### src/rtl/audio_pkg.sv
// Shared audio constants: frame geometry and I2S data slot windows.
package audio_pkg;
    localparam int SAMPLE_WIDTH_DEF = 16;
    localparam int FRAME_SLOTS      = 64;
    localparam int HP_COUNT         = 2 * FRAME_SLOTS;
    localparam int SLOT_W           = $clog2(FRAME_SLOTS);
    localparam int HP_W             = $clog2(HP_COUNT);

    localparam logic [SLOT_W-1:0] LEFT_FIRST  = 6'd1;
    localparam logic [SLOT_W-1:0] LEFT_LAST   = 6'd16;
    localparam logic [SLOT_W-1:0] RIGHT_FIRST = 6'd33;
    localparam logic [SLOT_W-1:0] RIGHT_LAST  = 6'd48;

    function automatic logic in_window(input logic [SLOT_W-1:0] slot,
                                       input logic [SLOT_W-1:0] first,
                                       input logic [SLOT_W-1:0] last);
        return (slot >= first) && (slot <= last);
    endfunction
endpackage

### src/rtl/i2s_bclk_gen.sv
// Frame timing: clk divider, half-period counter, and registered bclk/lrclk/new_frame.
module i2s_bclk_gen
    import audio_pkg::*;
#(
    parameter int BCLK_DIV = 16
) (
    input  logic            clk,
    input  logic            reset,
    output logic            tick,
    output logic [HP_W-1:0] hp,
    output logic            bclk,
    output logic            lrclk,
    output logic            new_frame
);
    localparam int              DIV_W    = $clog2(BCLK_DIV);
    localparam logic [DIV_W-1:0] DIV_LAST = DIV_W'(BCLK_DIV - 1);
    localparam logic [HP_W-1:0]  HP_LAST  = HP_W'(HP_COUNT - 1);

    logic [DIV_W-1:0] div;

    assign tick = (div == DIV_LAST);

    always_ff @(posedge clk or negedge reset) begin
        if (!reset) begin
            div       <= '0;
            hp        <= '0;
            new_frame <= 1'b0;
        end else begin
            new_frame <= 1'b0;
            if (tick) begin
                div <= '0;
                hp  <= hp + HP_W'(1);
                // Pulse lands on the first cycle of hp==0; none on reset release.
                new_frame <= (hp == HP_LAST);
            end else begin
                div <= div + DIV_W'(1);
            end
        end
    end

    // Both are bits of the hp flop, so they only move when hp does.
    assign bclk  = hp[0];
    assign lrclk = hp[HP_W-1];
endmodule

### src/rtl/i2s_transmitter.sv
// I2S mono transmitter: latches one sample per frame and shifts it MSB-first into both channels.
module i2s_transmitter
    import audio_pkg::*;
#(
    parameter int BCLK_DIV     = 16,
    parameter int SAMPLE_WIDTH = SAMPLE_WIDTH_DEF
) (
    input  logic                    clk,
    input  logic                    reset,
    input  logic [SAMPLE_WIDTH-1:0] sample_in,
    input  logic                    mute,
    output logic                    new_frame,
    output logic                    bclk,
    output logic                    lrclk,
    output logic                    sdata
);
    localparam int              IDX_W   = $clog2(SAMPLE_WIDTH);
    localparam logic [HP_W-1:0] HP_LAST = HP_W'(HP_COUNT - 1);

    logic                    tick;
    logic [HP_W-1:0]         hp;
    logic [HP_W-1:0]         hp_nxt;
    logic [SLOT_W-1:0]       slot_nxt;
    logic [SLOT_W-1:0]       offset;
    logic [IDX_W-1:0]        idx;
    logic                    started;
    logic                    latch;
    logic                    in_data;
    logic [SAMPLE_WIDTH-1:0] shadow_sample;
    logic                    shadow_mute;
    logic [SAMPLE_WIDTH-1:0] eff;

    i2s_bclk_gen #(.BCLK_DIV(BCLK_DIV)) u_bclk_gen (
        .clk       (clk),
        .reset     (reset),
        .tick      (tick),
        .hp        (hp),
        .bclk      (bclk),
        .lrclk     (lrclk),
        .new_frame (new_frame)
    );

    // The latch edge also opens slot 1, so the MSB is taken from the value being latched.
    always_comb begin
        hp_nxt   = hp + HP_W'(1);
        slot_nxt = hp_nxt[HP_W-1:1];
        latch    = tick && started && (hp == HP_W'(1));
        if (latch)
            eff = mute ? '0 : sample_in;
        else
            eff = shadow_mute ? '0 : shadow_sample;
        offset  = in_window(slot_nxt, RIGHT_FIRST, RIGHT_LAST) ? slot_nxt - RIGHT_FIRST
                                                               : slot_nxt - LEFT_FIRST;
        in_data = (in_window(slot_nxt, LEFT_FIRST, LEFT_LAST) ||
                   in_window(slot_nxt, RIGHT_FIRST, RIGHT_LAST)) &&
                  (offset < SLOT_W'(SAMPLE_WIDTH));
        idx     = IDX_W'(SAMPLE_WIDTH - 1) - offset[IDX_W-1:0];
    end

    always_ff @(posedge clk or negedge reset) begin
        if (!reset) begin
            started       <= 1'b0;
            shadow_sample <= '0;
            shadow_mute   <= 1'b0;
            sdata         <= 1'b0;
        end else begin
            // The partial frame after reset has no pulse and carries only zeros.
            if (tick && (hp == HP_LAST))
                started <= 1'b1;
            if (latch) begin
                shadow_sample <= sample_in;
                shadow_mute   <= mute;
            end
            if (tick && hp[0])
                sdata <= started && in_data && eff[idx];
        end
    end
endmodule

### config.mk
export PLATFORM = sky130hd
export DESIGN_NAME = i2s_transmitter
export DESIGN_NICKNAME = d
export VERILOG_FILES = /design/src/rtl/audio_pkg.sv /design/src/rtl/i2s_bclk_gen.sv /design/src/rtl/i2s_transmitter.sv
export SDC_FILE = /design/constraint.sdc
export NUM_CORES = 1
export LEC_CHECK = 0
export ABC_CLOCK_PERIOD_IN_PS = 6500
export CORE_MARGIN = 2
export CORE_UTILIZATION = 40
export CTS_CLUSTER_SIZE = 20
export DETAILED_ROUTE_END_ITERATION = 16
export HOLD_SLACK_MARGIN = 0.02
export PLACE_DENSITY = 0.73
export SYNTH_ARGS = -nofsm -noshare
export SYNTH_HDL_FRONTEND = slang
export SYNTH_SLANG_ARGS = --single-unit
### constraint.sdc
create_clock -name clk -period 6.5 [get_ports clk]
set_input_delay 1.3 -clock clk [delete_from_list [all_inputs] [get_ports clk]]
set_output_delay 1.3 -clock clk [all_outputs]
set_load 0.1 [all_outputs]
==> impl_results.md, run 1 <==
- Die Outline Area: ~5300 sq um
- Highest-delay cell along the critical path: sky130_fd_sc_hd__clkdlybuf4s50_1
- Detailed route wirelength on metal2: about 1700 um
- Multi-input combinational cell area: ~1000 sq um
- Critical Path Source Type: register
- Layout cell share with drive strength beyond 1: 0.203
- Wirelength, routed: ~3700 um
- # clock sinks: 31
- TritonCTS clock tree: yes
- Number of library cell types mapped by synthesis: 38
- Reported leakage power: 0.944 nW
- Starting density of the core: 0.409
- Antenna-violating nets left: 0
- Vias/cell: roughly 5.7
- Post-CTS Resized: 0
- Worst slew margin relative to its limit: 0.357
- Status: complete, no violations
- Worst-Skew Late Latency: between 0.2 and 0.3 ns
- CP delay by family, top: buffers and inverters
- Share of the clock period used by the worst path: 0.512
- Prevailing post-synth register cell: sky130_fd_sc_hd__dfrtp_1
- Routability-driven placement congestion ratio: just under 0.8
- Data arrival time of the worst path: between 2 and 2.5 ns
- Cell type with the largest total area after synthesis: sky130_fd_sc_hd__dfrtp_1
- Worst path buffer plus inverter count: 1
- Setup slack after placement: around 3 ns
- Wire length on met3: approximately 140 um
- Area fraction of the dominant cell type after synthesis: 0.410
- Critical path startpoint: u_bclk_gen.hp[0]$_DFFE_PN0N_
- DRC violations left: 0
- Remaining global-route overflow: 0
- Post-Synthesis Net Count: 192
- Worst voltage drop across the vdd grid: ~0.11 mV
- TNS Setup: 0 ns
- Die height: 72.8 um
- Maximum number of pins on one net before global-route repair: 32
- Final Hold Fails: 0
- Worst Path Class, Setup: reg2out
- Number of synthesized flops with an enable pin: 0
- Avg Cell Area, Syn: 11.3 sq um
- Die Wd: 72.8 um
- First-pass GRT wire length: 6380 um
- Flip-flop and latch area: roughly 780 sq um
- Nets: roughly 210
- Buffer levels on the longest clock path: 2
- Clock slew seen by the registers of the worst setup and hold paths: approximately 0.07 ns
- Delay of the slowest cell on the worst path: 1.20 ns
- Placed wire-length estimate: around 2700 um
- Worst clock skew: between 0.008 and 0.009 ns
- Fillcell total: approximately 450
- End of the worst register-to-register path: sdata$_DFFE_PN0P_
- Worst hold path startpoint: u_bclk_gen.div[0]$_DFF_PN0_
- Pins Over Slew Limit: 0
- WHS Path Cells: 1
- Endpoint type of the worst setup path: output port
- Level count of the clock H-tree: 2
- Count of input and output buffers: 22
- Setup repair after global routing missed its margin: false
- Total CTS buffers: 5
- Main area contributors after synthesis: sky130_fd_sc_hd__dfrtp_1, sky130_fd_sc_hd__mux2_2, sky130_fd_sc_hd__mux4_2
- Warning count from the yosys run: 0
- Root buffer cell: sky130_fd_sc_hd__clkbuf_8
- Slew of the pin with the lowest slew margin: approximately 0.96 ns
- Post-synthesis register bit count: 31
- Post-CTS repair timing setup buffer count: 0
- Initial DRT Pass Iterations: 4
- Total routed wire length on the met1 layer: 1780 um
- Number of antenna violations at the first check in global routing: 0
- Async set-reset flop share out of synthesis: 1.00
- Hold Path End: u_bclk_gen.div[0]$_DFF_PN0_
- Sequential fraction of the synthesis area: 0.410
- Total of max-cap violations: 0
- Class of the most critical hold timing path: reg2reg
- Layout overhead on the synthesized area: 17.2%
- Number of top-level design ports: 23
- Number of cells on the worst reg-to-reg path: 6
- Gate Count Post-Synth: 167
- R2R Path Start: u_bclk_gen.hp[0]$_DFFE_PN0N_
- Max Freq: approximately 300 MHz
- Setup slack of the critical path after layout: 3.17 ns
- CORE AREA: 4630 sq um
- Number of global-route vias before repair: 1295
- Wire per inst: 15.4 um
- Cell Pwr Density: between 150 and 200 nW/um^2
- Antenna fix cells: 0
- Final setup violation count: 0
- Violation count after the first detailed-routing iteration: 138
- Highest net fanout along the worst path: 9
- CP required: between 5 and 6 ns
- Setup slack, reg-to-reg: between 3 and 4 ns
- Count of standard-cell rows: 25
- Most frequent cell after synthesis: sky130_fd_sc_hd__dfrtp_1
- Uppermost layer routed: met4
- Worst-path cell chain: clkdlybuf4s50_1
- Global-route usage over all layers: 0.157
- Minimum clock period: between 3 and 4 ns
- Post-Synthesis Cell Area: roughly 1900 sq um
- Top cells by instance count after synthesis: sky130_fd_sc_hd__dfrtp_1, sky130_fd_sc_hd__mux2_2, sky130_fd_sc_hd__nand2b_1, sky130_fd_sc_hd__inv_1
- Count of hold-fix buffers inserted at cts: 0
- Vias: approximately 1400
cell families after synthesis:
| group | Yosys count | synth area share |
|---|---|---|
| simple gates | 40 | 0.135 |
| compound gates | 31 | 0.124 |
| flops | 31 | 0.410 |
| mux | 24 | 0.180 |
| xor+xnor | 13 | 0.0601 |
| fa+ha+maj | 6 | 0.0397 |
| buf+inv | 22 | 0.0509 |
layer usage:
layer | global-route usage | up-vias
li1 | - | 655
met1 | 0.216 | 674
met2 | 0.242 | 29
met3 | 0.0345 | 5
met4 | 0.0617 | 0
met5 | 0 | -
state kept, by name (all words and copies together), names as in the netlist:
register	cells
sdata	1
shadow_mute	1
shadow_sample	16
started	1
u_bclk_gen.div	4
u_bclk_gen.hp	7
u_bclk_gen.new_frame	1
final cells by class:
type | instances | area share
clock inverter | 2 | 0.00564
clock buffer | 6 | 0.0327
multi-input combinational | 114 | 0.460
sequential | 31 | 0.350
timing repair buffer | 23 | 0.103
tap | 54 | 0.0305
inverter | 11 | 0.0186
per-stage QoR:
stage / cell area (sq um) / cells / hold slack, ns / utilization / total power, mW
5_1_grt: 2220 / 241 / 0.520 / 0.479 / 0.399
6_report: 2220 / 241 / 0.487 / 0.479 / 0.383
3_3_place_gp: 2130 / 233 / 0.473 / 0.461 / 0.238
3_5_place_dp: 2130 / 233 / 0.482 / 0.461 / 0.239
2_1_floorplan: 1890 / 167 / 0.455 / - / 0.219
4_1_cts: 2220 / 241 / 0.491 / 0.479 / 0.386
cell usage in the layout, fill, tap and decap left out, types with 2 or more instances in the layout:
| master | Yosys | routed |
|---|---|---|
| sky130_fd_sc_hd__a21oi_1 | 2 | 2 |
| sky130_fd_sc_hd__a311oi_1 | 8 | 8 |
| sky130_fd_sc_hd__a31oi_1 | 3 | 3 |
| sky130_fd_sc_hd__and3_1 | 3 | 3 |
| sky130_fd_sc_hd__clkbuf_8 | 0 | 5 |
| sky130_fd_sc_hd__clkdlybuf4s50_1 | 0 | 22 |
| sky130_fd_sc_hd__dfrtp_1 | 31 | 31 |
| sky130_fd_sc_hd__ha_1 | 6 | 6 |
| sky130_fd_sc_hd__inv_1 | 11 | 11 |
| sky130_fd_sc_hd__mux2_2 | 17 | 17 |
| sky130_fd_sc_hd__mux4_2 | 6 | 6 |
| sky130_fd_sc_hd__nand2_1 | 6 | 6 |
| sky130_fd_sc_hd__nand2b_1 | 12 | 12 |
| sky130_fd_sc_hd__nand3_1 | 4 | 4 |
| sky130_fd_sc_hd__nor2_1 | 3 | 3 |
| sky130_fd_sc_hd__nor3_1 | 2 | 2 |
| sky130_fd_sc_hd__o21ai_0 | 3 | 3 |
| sky130_fd_sc_hd__o22ai_1 | 4 | 4 |
| sky130_fd_sc_hd__o41ai_1 | 8 | 8 |
| sky130_fd_sc_hd__xnor2_1 | 7 | 7 |
| sky130_fd_sc_hd__xor2_1 | 6 | 6 |
power by group:
| group | internal [mW] | switching [mW] | total (mW) |
|---|---|---|---|
| Combinational | 0.0208 | 0.0123 | 0.0331 |
| Clock | 0.0747 | 0.0736 | 0.148 |
| Sequential | 0.198 | 0.00328 | 0.202 |
| Total | 0.294 | 0.0892 | 0.383 |
how the worst max path moves through the flow:
stage | to | slack, ns | cells past startpoint
after global placement | sdata$_DFFE_PN0P_ | 3.17 | 7
final | bclk | 3.17 | 1
after detailed placement | sdata$_DFFE_PN0P_ | 3.09 | 7
after global routing | sdata$_DFFE_PN0P_ | 3.09 | 6
after floorplan | sdata$_DFFE_PN0P_ | 3.04 | 9
after CTS | bclk | 3.16 | 1
No activity file was read; power rests on OpenSTA's default activity.
==> inputs of run 2 (changes only) <==
ABC_CLOCK_PERIOD_IN_PS = 3300   (was 6500)
clock period = 3.3 ns   (was 6.5 ns; I/O delays follow)
==> run 2 against run 1 <==
First-iteration DRC count down 17%. Non-clock buffer count up 3. Via count up 0.29%. Sequential share of layout area down 0.45 points. Power up 110%. Setup slack worse by 2.7 ns. Combinational power up 96%. Clock skew down 0.0039 ns. Utilization up 0.70 points. Largest cell class unchanged.
==> impl_results.md, run 2 (synthesized netlist as in run 1, its figures left out) <==
- Global-route usage over all layers: 0.156 (-0.00112)
- Slew of the pin with the lowest slew margin: 0.571 ns (-0.390 ns)
- Level count of the clock H-tree: 2 (unchanged)
- Starting density of the core: 0.409 (unchanged)
- Post-CTS repair timing setup buffer count: 0 (unchanged)
- Cell Pwr Density: 356 nW/um^2 (+110%)
- Routability-driven placement congestion ratio: 0.754 (-4.8%)
- Total CTS buffers: 5 (unchanged)
- Die Outline Area: 5300 sq um (unchanged)
- Total of max-cap violations: 0 (unchanged)
- Clock slew seen by the registers of the worst setup and hold paths: 0.07 ns (about the same)
- Post-CTS Resized: 0 (unchanged)
- Nets: 214 (+1.4%)
- Final hold slack: 0.495 ns (+0.00760 ns)
- Flip-flop count of the largest register after layout: 16 (unchanged)
- Buffer levels on the longest clock path: 2 (unchanged)
- Class of the most critical hold timing path: reg2reg
- Die height: 72.8 um (unchanged)
- Status: complete, no violations
- Pins Over Slew Limit: 0 (unchanged)
- Die Wd: 72.8 um (unchanged)
- Setup repair after global routing missed its margin: false
- Worst slew margin relative to its limit: 0.618 (+0.261)
- Worst clock skew: 0.00506 ns (-0.00389 ns)
- Vias/cell: 5.60 (-0.94%)
- Reported leakage power: 0.971 nW (+2.9%)
- Critical Path Source Type: register
- TNS Setup: 0 ns (unchanged)
- Number of antenna violations at the first check in global routing: 0 (unchanged)
- Antenna-violating nets left: 0 (unchanged)
- Count of standard-cell rows: 25 (unchanged)
- Endpoint type of the worst setup path: register
- Placed wire-length estimate: 2720 um (+0.89%)
- CP required: 3.52 ns (-1.68 ns)
- First-pass GRT wire length: 6420 um (+0.64%)
- Biggest regs: shadow_sample (16), u_bclk_gen.hp (7), u_bclk_gen.div (4)
- Worst voltage drop across the vdd grid: 0.239 mV (+120%)
- Remaining global-route overflow: 0 (unchanged)
- Initial DRT Pass Iterations: 4 (unchanged)
- Violation count after the first detailed-routing iteration: 115 (-17%)
- Worst Path Class, Setup: reg2reg
- Vias: 1367 (+0.29%)
- Layout cell share with drive strength beyond 1: 0.247 (+0.0442)
- Root buffer cell: sky130_fd_sc_hd__clkbuf_8
- Final Hold Fails: 0 (unchanged)
- Minimum clock period: approximately 2.8 ns
- Share of the clock period used by the worst path: 0.844
- Leading cell type in the layout, fill and taps excluded: sky130_fd_sc_hd__dfrtp_1
- # clock sinks: 31 (unchanged)
- Highest net fanout along the worst path: 9 (unchanged)
- DRC violations left: 0 (unchanged)
- Post-placement cell area: 2150 sq um (+0.65%)
- Flip-flop and latch area: 777 sq um (+0.16%)
- Final setup violation count: 0 (unchanged)
- Data arrival time of the worst path: 3.00 ns (+0.97 ns)
- Count of input and output buffers: 22 (unchanged)
- Count of hold-fix buffers inserted at cts: 0 (unchanged)
- Number of global-route vias before repair: 1347 (+4.0%)
- Wirelength, routed: 3790 um (+2.4%)
- Worst-Skew Late Latency: 0.28 ns (about the same)
- Leading cell types in the layout, fill and taps excluded: sky130_fd_sc_hd__dfrtp_1, sky130_fd_sc_hd__clkdlybuf4s50_1, sky130_fd_sc_hd__mux2_2, sky130_fd_sc_hd__nand2b_1, sky130_fd_sc_hd__inv_1
- Layout overhead on the synthesized area: 18.9%
- Setup slack, reg-to-reg: 0.52 ns (-2.78 ns)
- Fillcell total: 449 (+0.45%)
- Number of top-level design ports: 23 (unchanged)
- Wire per inst: 15.5 um (+1.1%)
- Multi-input combinational cell area: 1020 sq um (unchanged)
- Largest reg by FF count: shadow_sample
- Final standard cell area without fillers: 2250 sq um (+1.5%)
- TritonCTS clock tree: yes
- CORE AREA: 4630 sq um (unchanged)
- Maximum number of pins on one net before global-route repair: 32 (unchanged)
- Max Freq: between 300 and 400 MHz
- Antenna fix cells: 0 (unchanged)
-- run 2: cell type report --
type | instances | share of cell area
Clock buffer | 7 | 0.0428
Clock inverter | 1 | 0.00334
Inverter | 11 | 0.0183
Multi-Input combinational cell | 114 | 0.454
Sequential cell | 31 | 0.345
Tap cell | 54 | 0.0300
Timing Repair Buffer | 26 | 0.107
-- run 2: critical path: stages, from the launching register on --
cell and delay (ns):
sky130_fd_sc_hd__dfrtp_2 0.47, sky130_fd_sc_hd__ha_1 0.30, sky130_fd_sc_hd__xnor2_1 0.34, sky130_fd_sc_hd__ha_1 0.27
sky130_fd_sc_hd__xor2_1 0.20, sky130_fd_sc_hd__xnor2_1 0.20, sky130_fd_sc_hd__mux4_2 0.54, sky130_fd_sc_hd__mux2_4 0.27
sky130_fd_sc_hd__o21ai_2 0.12
-- run 2: final timing paths --
path | start | to | cells after the start
max in group asynchronous | reset | u_bclk_gen.hp[0]$_DFFE_PN0N_ | 2
min in group asynchronous | reset | shadow_sample[13]$_DFFE_PN0P_ | 2
hold reg to reg | sdata$_DFFE_PN0P_ | sdata$_DFFE_PN0P_ | 2
hold / removal | sdata$_DFFE_PN0P_ | sdata$_DFFE_PN0P_ | 2
setup / recovery | u_bclk_gen.hp[0]$_DFFE_PN0N_ | sdata$_DFFE_PN0P_ | 8
setup reg to reg | u_bclk_gen.hp[0]$_DFFE_PN0N_ | sdata$_DFFE_PN0P_ | 8
-- run 2: report_power, final --
group | internal, mW | switching (mW) | total, mW
Sequential | 0.390 | 0.00660 | 0.397
Clock | 0.190 | 0.149 | 0.338
Combinational | 0.0410 | 0.0240 | 0.0650
-- run 2: per-layer routing --
layer	vias to the layer above	track usage	routed length (um)
met1	681	0.210	1810
met4	0	0.0556	48
met2	22	0.245	1820
met3	4	0.0387	110
li1	660	-	-
met5	-	0	0
-- run 2: through the flow --
stage	power [mW]	worst slack [ns]	util	instances
6_report	0.800	0.515	0.486	244
4_1_cts	0.808	0.499	0.486	244
2_1_floorplan	0.431	0.138	-	167
3_5_place_dp	0.471	0.481	0.464	236
3_3_place_gp	0.469	0.513	0.464	236
5_1_grt	0.829	0.396	0.486	244
==> RTL edit 1 (config.mk and constraints of run 2) <==
Add an input register stage for `sample_in` and `mute`; this delays them by one clock.
--- a/src/rtl/i2s_transmitter.sv
+++ b/src/rtl/i2s_transmitter.sv
@@ -17,4 +17,12 @@
     localparam int              IDX_W   = $clog2(SAMPLE_WIDTH);
     localparam logic [HP_W-1:0] HP_LAST = HP_W'(HP_COUNT - 1);
+
+    logic [SAMPLE_WIDTH-1:0] sample_q;
+    logic mute_q;
+
+    always_ff @(posedge clk) begin
+        sample_q <= sample_in;
+        mute_q   <= mute;
+    end
 
     logic                    tick;
@@ -47,5 +55,5 @@
         latch    = tick && started && (hp == HP_W'(1));
         if (latch)
-            eff = mute ? '0 : sample_in;
+            eff = mute_q ? '0 : sample_q;
         else
             eff = shadow_mute ? '0 : shadow_sample;
@@ -69,6 +77,6 @@
                 started <= 1'b1;
             if (latch) begin
-                shadow_sample <= sample_in;
-                shadow_mute   <= mute;
+                shadow_sample <= sample_q;
+                shadow_mute   <= mute_q;
             end
             if (tick && hp[0])
Formal check against the unedited RTL: no difference found for any inputs over 10 cycles, from zero or initial values and one cycle with reset low; that may be too few to reach the edited logic, so the function may still have changed.
==> RTL edit 1 against run 2 <==
Critical path depth is 1 lower; largest cell class is now sequential cells; critical path type unchanged; sequential cell count is 17 higher; global-route usage is 0.11 points lower; cell area is 19% higher; non-clock buffer count stayed put; sequential share of layout area is 7.0 points higher; setup slack better by 0.12 ns; power is 33% higher; routed wire length is 20% higher; area after synthesis is 26% higher.
==> RTL edit 1: results (changes against run 2) <==
outcome: "finished clean"
grt_pass1_wl_um: 7810  # +22%
placedInstanceArea_um2: 2580  # +20%
dpl.hpwl_um: 3010  # +10%
drtIter0Drc: 111  # -3.5%
syn-num-nets: 236  # +23%
vias_per_cell: 5.62  # +0.37%
clkLatencyLatePin_ns: 0.30  # +0.02 ns
slew_headroom_pct: 67.2  # +5.5 points
layout.nets: 249  # +16%
routedWlPerCell_um: 15.1  # -2.4%
vdd_drop_max_mv: 0.262  # +9.6%
grt_pass1_vias: 1603  # +19%
place.gp.congestion: 0.827  # +9.7%
clkTransAtPathRegs_ns: 0.09  # +0.02 ns
r2r_cells: 7  # -1
holdPathStages: 1  # -1
vias: 1687  # +23%
synth_common_cells: "31 x dfrtp_1, 18 x nand2b_1, 17 x dfxtp_1, 17 x mux2_2, 14 x o41ai_1"
pre_cts_ws_ns: 0.673  # +0.192 ns
place_inst: 292  # +24%
path_max_fanout: 14  # +5
crit_family: "adder cells"
fillers: 558  # +24%
syn_inst: 211  # +26%
leakage_nw: 1.14  # +17%
layout-drive-gt1-share_pct: 16.9  # -7.8 points
multi_input_area_um2: 1110  # +8.6%
yosysSeqAreaShare_pct: 47.0  # +6.0 points
top_regs: "sample_q: 16 flops, shadow_sample: 16 flops, u_bclk_gen.hp: 7 flops"
cp.arrival_ns: 2.90  # -0.10 ns
RTL edit 1: final cells by class:
class                           count  share of cell area [%]
Sequential cell                    48                    41.5
Multi-Input combinational cell    138                    41.2
Timing Repair Buffer               26                    8.93
Tap cell                           75                    3.49
Clock buffer                        5                    2.56
Clock inverter                      3                    1.58
Inverter                            5                   0.698
RTL edit 1: report_power, final:
part	switching (W)	internal, W	total [W]
registers	0.00000779	0.000596	0.000603
clock network	0.000198	0.000224	0.000422
logic	0.0000131	0.0000240	0.0000371
RTL edit 1: cell families after synthesis:
family / Yosys count / synth area share (%)
xor+xnor: 13 / 4.79
simple gates: 46 / 11.3
compound gates: 56 / 19.3
flops: 48 / 47.0
fa+ha+maj: 6 / 3.16
buf+inv: 25 / 6.37
mux: 17 / 8.06
RTL edit 1: worst paths after layout:
check                                                to                          from  slack, ns
hold reg to reg             u_bclk_gen.div[0]$_DFF_PN0_   u_bclk_gen.div[0]$_DFF_PN0_       0.50
hold / removal              u_bclk_gen.div[0]$_DFF_PN0_   u_bclk_gen.div[0]$_DFF_PN0_       0.50
min in group asynchronous   u_bclk_gen.div[2]$_DFF_PN0_                         reset       0.74
setup reg to reg                      sdata$_DFFE_PN0P_  u_bclk_gen.hp[0]$_DFFE_PN0N_       0.63
setup / recovery                      sdata$_DFFE_PN0P_  u_bclk_gen.hp[0]$_DFFE_PN0N_       0.63
max in group asynchronous  shadow_sample[6]$_DFFE_PN0P_                         reset       2.26
RTL edit 1: metal layers:
metal	share of wire, %	vias to the layer above	global-route usage, %
met1	46	820	20.8
li1	-	821	-
met5	0	-	0
met4	2.8	0	7.97
met2	47	36	23.1
met3	4.4	10	3.89
==> RTL edit 2 (flow settings as in run 2) <==
Without the edit above. Set the package constant `FRAME_SLOTS` to 128 (it was 64).
--- a/src/rtl/audio_pkg.sv
+++ b/src/rtl/audio_pkg.sv
@@ -2,5 +2,5 @@
 package audio_pkg;
     localparam int SAMPLE_WIDTH_DEF = 16;
-    localparam int FRAME_SLOTS      = 64;
+    localparam int FRAME_SLOTS      = 128;
     localparam int HP_COUNT         = 2 * FRAME_SLOTS;
     localparam int SLOT_W           = $clog2(FRAME_SLOTS);
Behaviour: same outputs for any inputs over 10 cycles, from zero or initial values and one cycle with reset low; that may be too few to reach the edited logic, so the function may still have changed.
==> RTL edit 2 against run 2 <==
Sequential share of layout area decreased by 1.3 points; routed wire length increased by 22%; area after synthesis increased by 8.6%; power decreased by 7.2%; sequential power decreased by 1%; first-iteration DRC count increased by 24%; critical path type unchanged; worst hold slack got worse by 0.036 ns; cell area increased by 7.3%; largest cell class unchanged; clock power decreased by 8.0%; setup slack got worse by 0.24 ns; non-clock buffer count increased by 3; sequential cell count increased by 1.
==> RTL edit 2: results (changes against run 2) <==
cp.arrival_ns: 3.22  # +0.22 ns
cts_setup_buffers: 0  # unchanged
finalClockSkew_ns: 0.00574  # +0.000688 ns
final_cells: 320  # +31%
antenna_cells: 0  # unchanged
hold_end: "shadow_sample[6]$_DFFE_PN0P_"
tightest_slew_ns: 0.808  # +0.237 ns
syn-num-nets: 255  # +33%
crit_family: "XOR/XNOR gates"
place.gp.congestion: 0.949  # +26%
place_inst: 312  # +32%
layout.nets: 272  # +27%
synth_xor_area_share_pct: 6.39  # +0.38 points
synth_compound_area_share_pct: 19.7  # +7.3 points
startpoint: "u_bclk_gen.hp[1]$_DFFE_PN0N_"
r2r_cells: 9  # +1
grt_max_degree: 28  # -13%
placedInstanceArea_um2: 2320  # +8.2%
drt_wl_total_um: 4610  # +22%
yosysSeqAreaShare_pct: 39.0  # -2.0 points
ctsResizeCount: 0  # unchanged
min_from: "shadow_sample[6]$_DFFE_PN0P_"
vias: 1761  # +29%
worst_path_largest_cell_delay_ns: 0.62  # +0.08 ns
top_regs: "shadow_sample: 16 flops, u_bclk_gen.hp: 8 flops, u_bclk_gen.div: 4 flops"
worstHoldPathType: "reg -> reg"
dpl.hpwl_um: 3350  # +23%
fmax_mhz: 330  # -8.1%
cts-root-buf: "clkbuf_8"
numCtsBuffers: 5  # unchanged
synth_fa_ha_area_share_pct: 2.43  # -1.5 points
layout-drive-gt1-share_pct: 10.0  # -15 points
grt.total_usage_pct: 17.9  # +2.2 points
path_max_fanout: 13  # +4
whs_ns: 0.459  # -0.0360 ns
reg2reg_slack_ns: 0.27  # -0.24 ns
leakage_nw: 1.01  # +3.9%
synth_common_cells: "41 x nand2_1, 32 x dfrtp_1, 16 x a311oi_1, 16 x o21ai_0"
grt_pass1_wl_um: 7660  # +19%
io_buffer_count: 22  # unchanged
yosys_warnings: 0  # unchanged
drtIter0Drc: 143  # +24%
clockBufferDepth: 2  # unchanged
synth_cell_types: 43  # +13%
critPathSlowestCell: "xnor2_1"
clkLatencyLatePin_ns: 0.28  # about the same
syn_area_per_cell_um2: 8.86  # -22%
fillers: 483  # +7.6%
ys_top_cells_by_area: "dfrtp_1 39%, nand2_1 7.5%, a311oi_1 6.8%"
r2r_end: "sdata$_DFFE_PN0P_"
vdd_drop_max_mv: 0.235  # -1.7%
grt_pass1_vias: 1574  # +17%
synthMuxAreaShare_pct: 2.56  # -15 points
outcome: "finished clean"
pre_cts_ws_ns: 0.308  # -0.173 ns
-- RTL edit 2: area by class of cell --
type	instances	area, µm²	share of cell area, %
clock buffers	6	82.6	3.42
clock inverters	2	10.0	0.414
inverters	14	52.6	2.18
multi-input cells	167	1120	46.3
flip-flops and latches	32	802	33.2
well taps	70	87.6	3.63
repair buffers	29	263	10.9
-- RTL edit 2: routing by layer --
layer	global-route usage, %	up-vias	part of all wire (%)
met1	24.8	820	47
met5	0	-	0
met2	27.3	63	46
met3	4.10	7	5.6
li1	-	871	-
met4	6.43	0	1.6
-- RTL edit 2: power breakdown --
group | internal [W] | switching [W]
clock | 0.000166 | 0.000144
combinational | 0.0000221 | 0.0000182
sequential | 0.000392 | 0
-- RTL edit 2: cell families after synthesis --
family / Yosys count
AOI/OAI and AO/OA: 55
xor gates and xnor gates: 15
buffers and inverters: 33
muxes: 2
DFF: 32
adders and majority gates: 4
and+or+nand+nor: 91
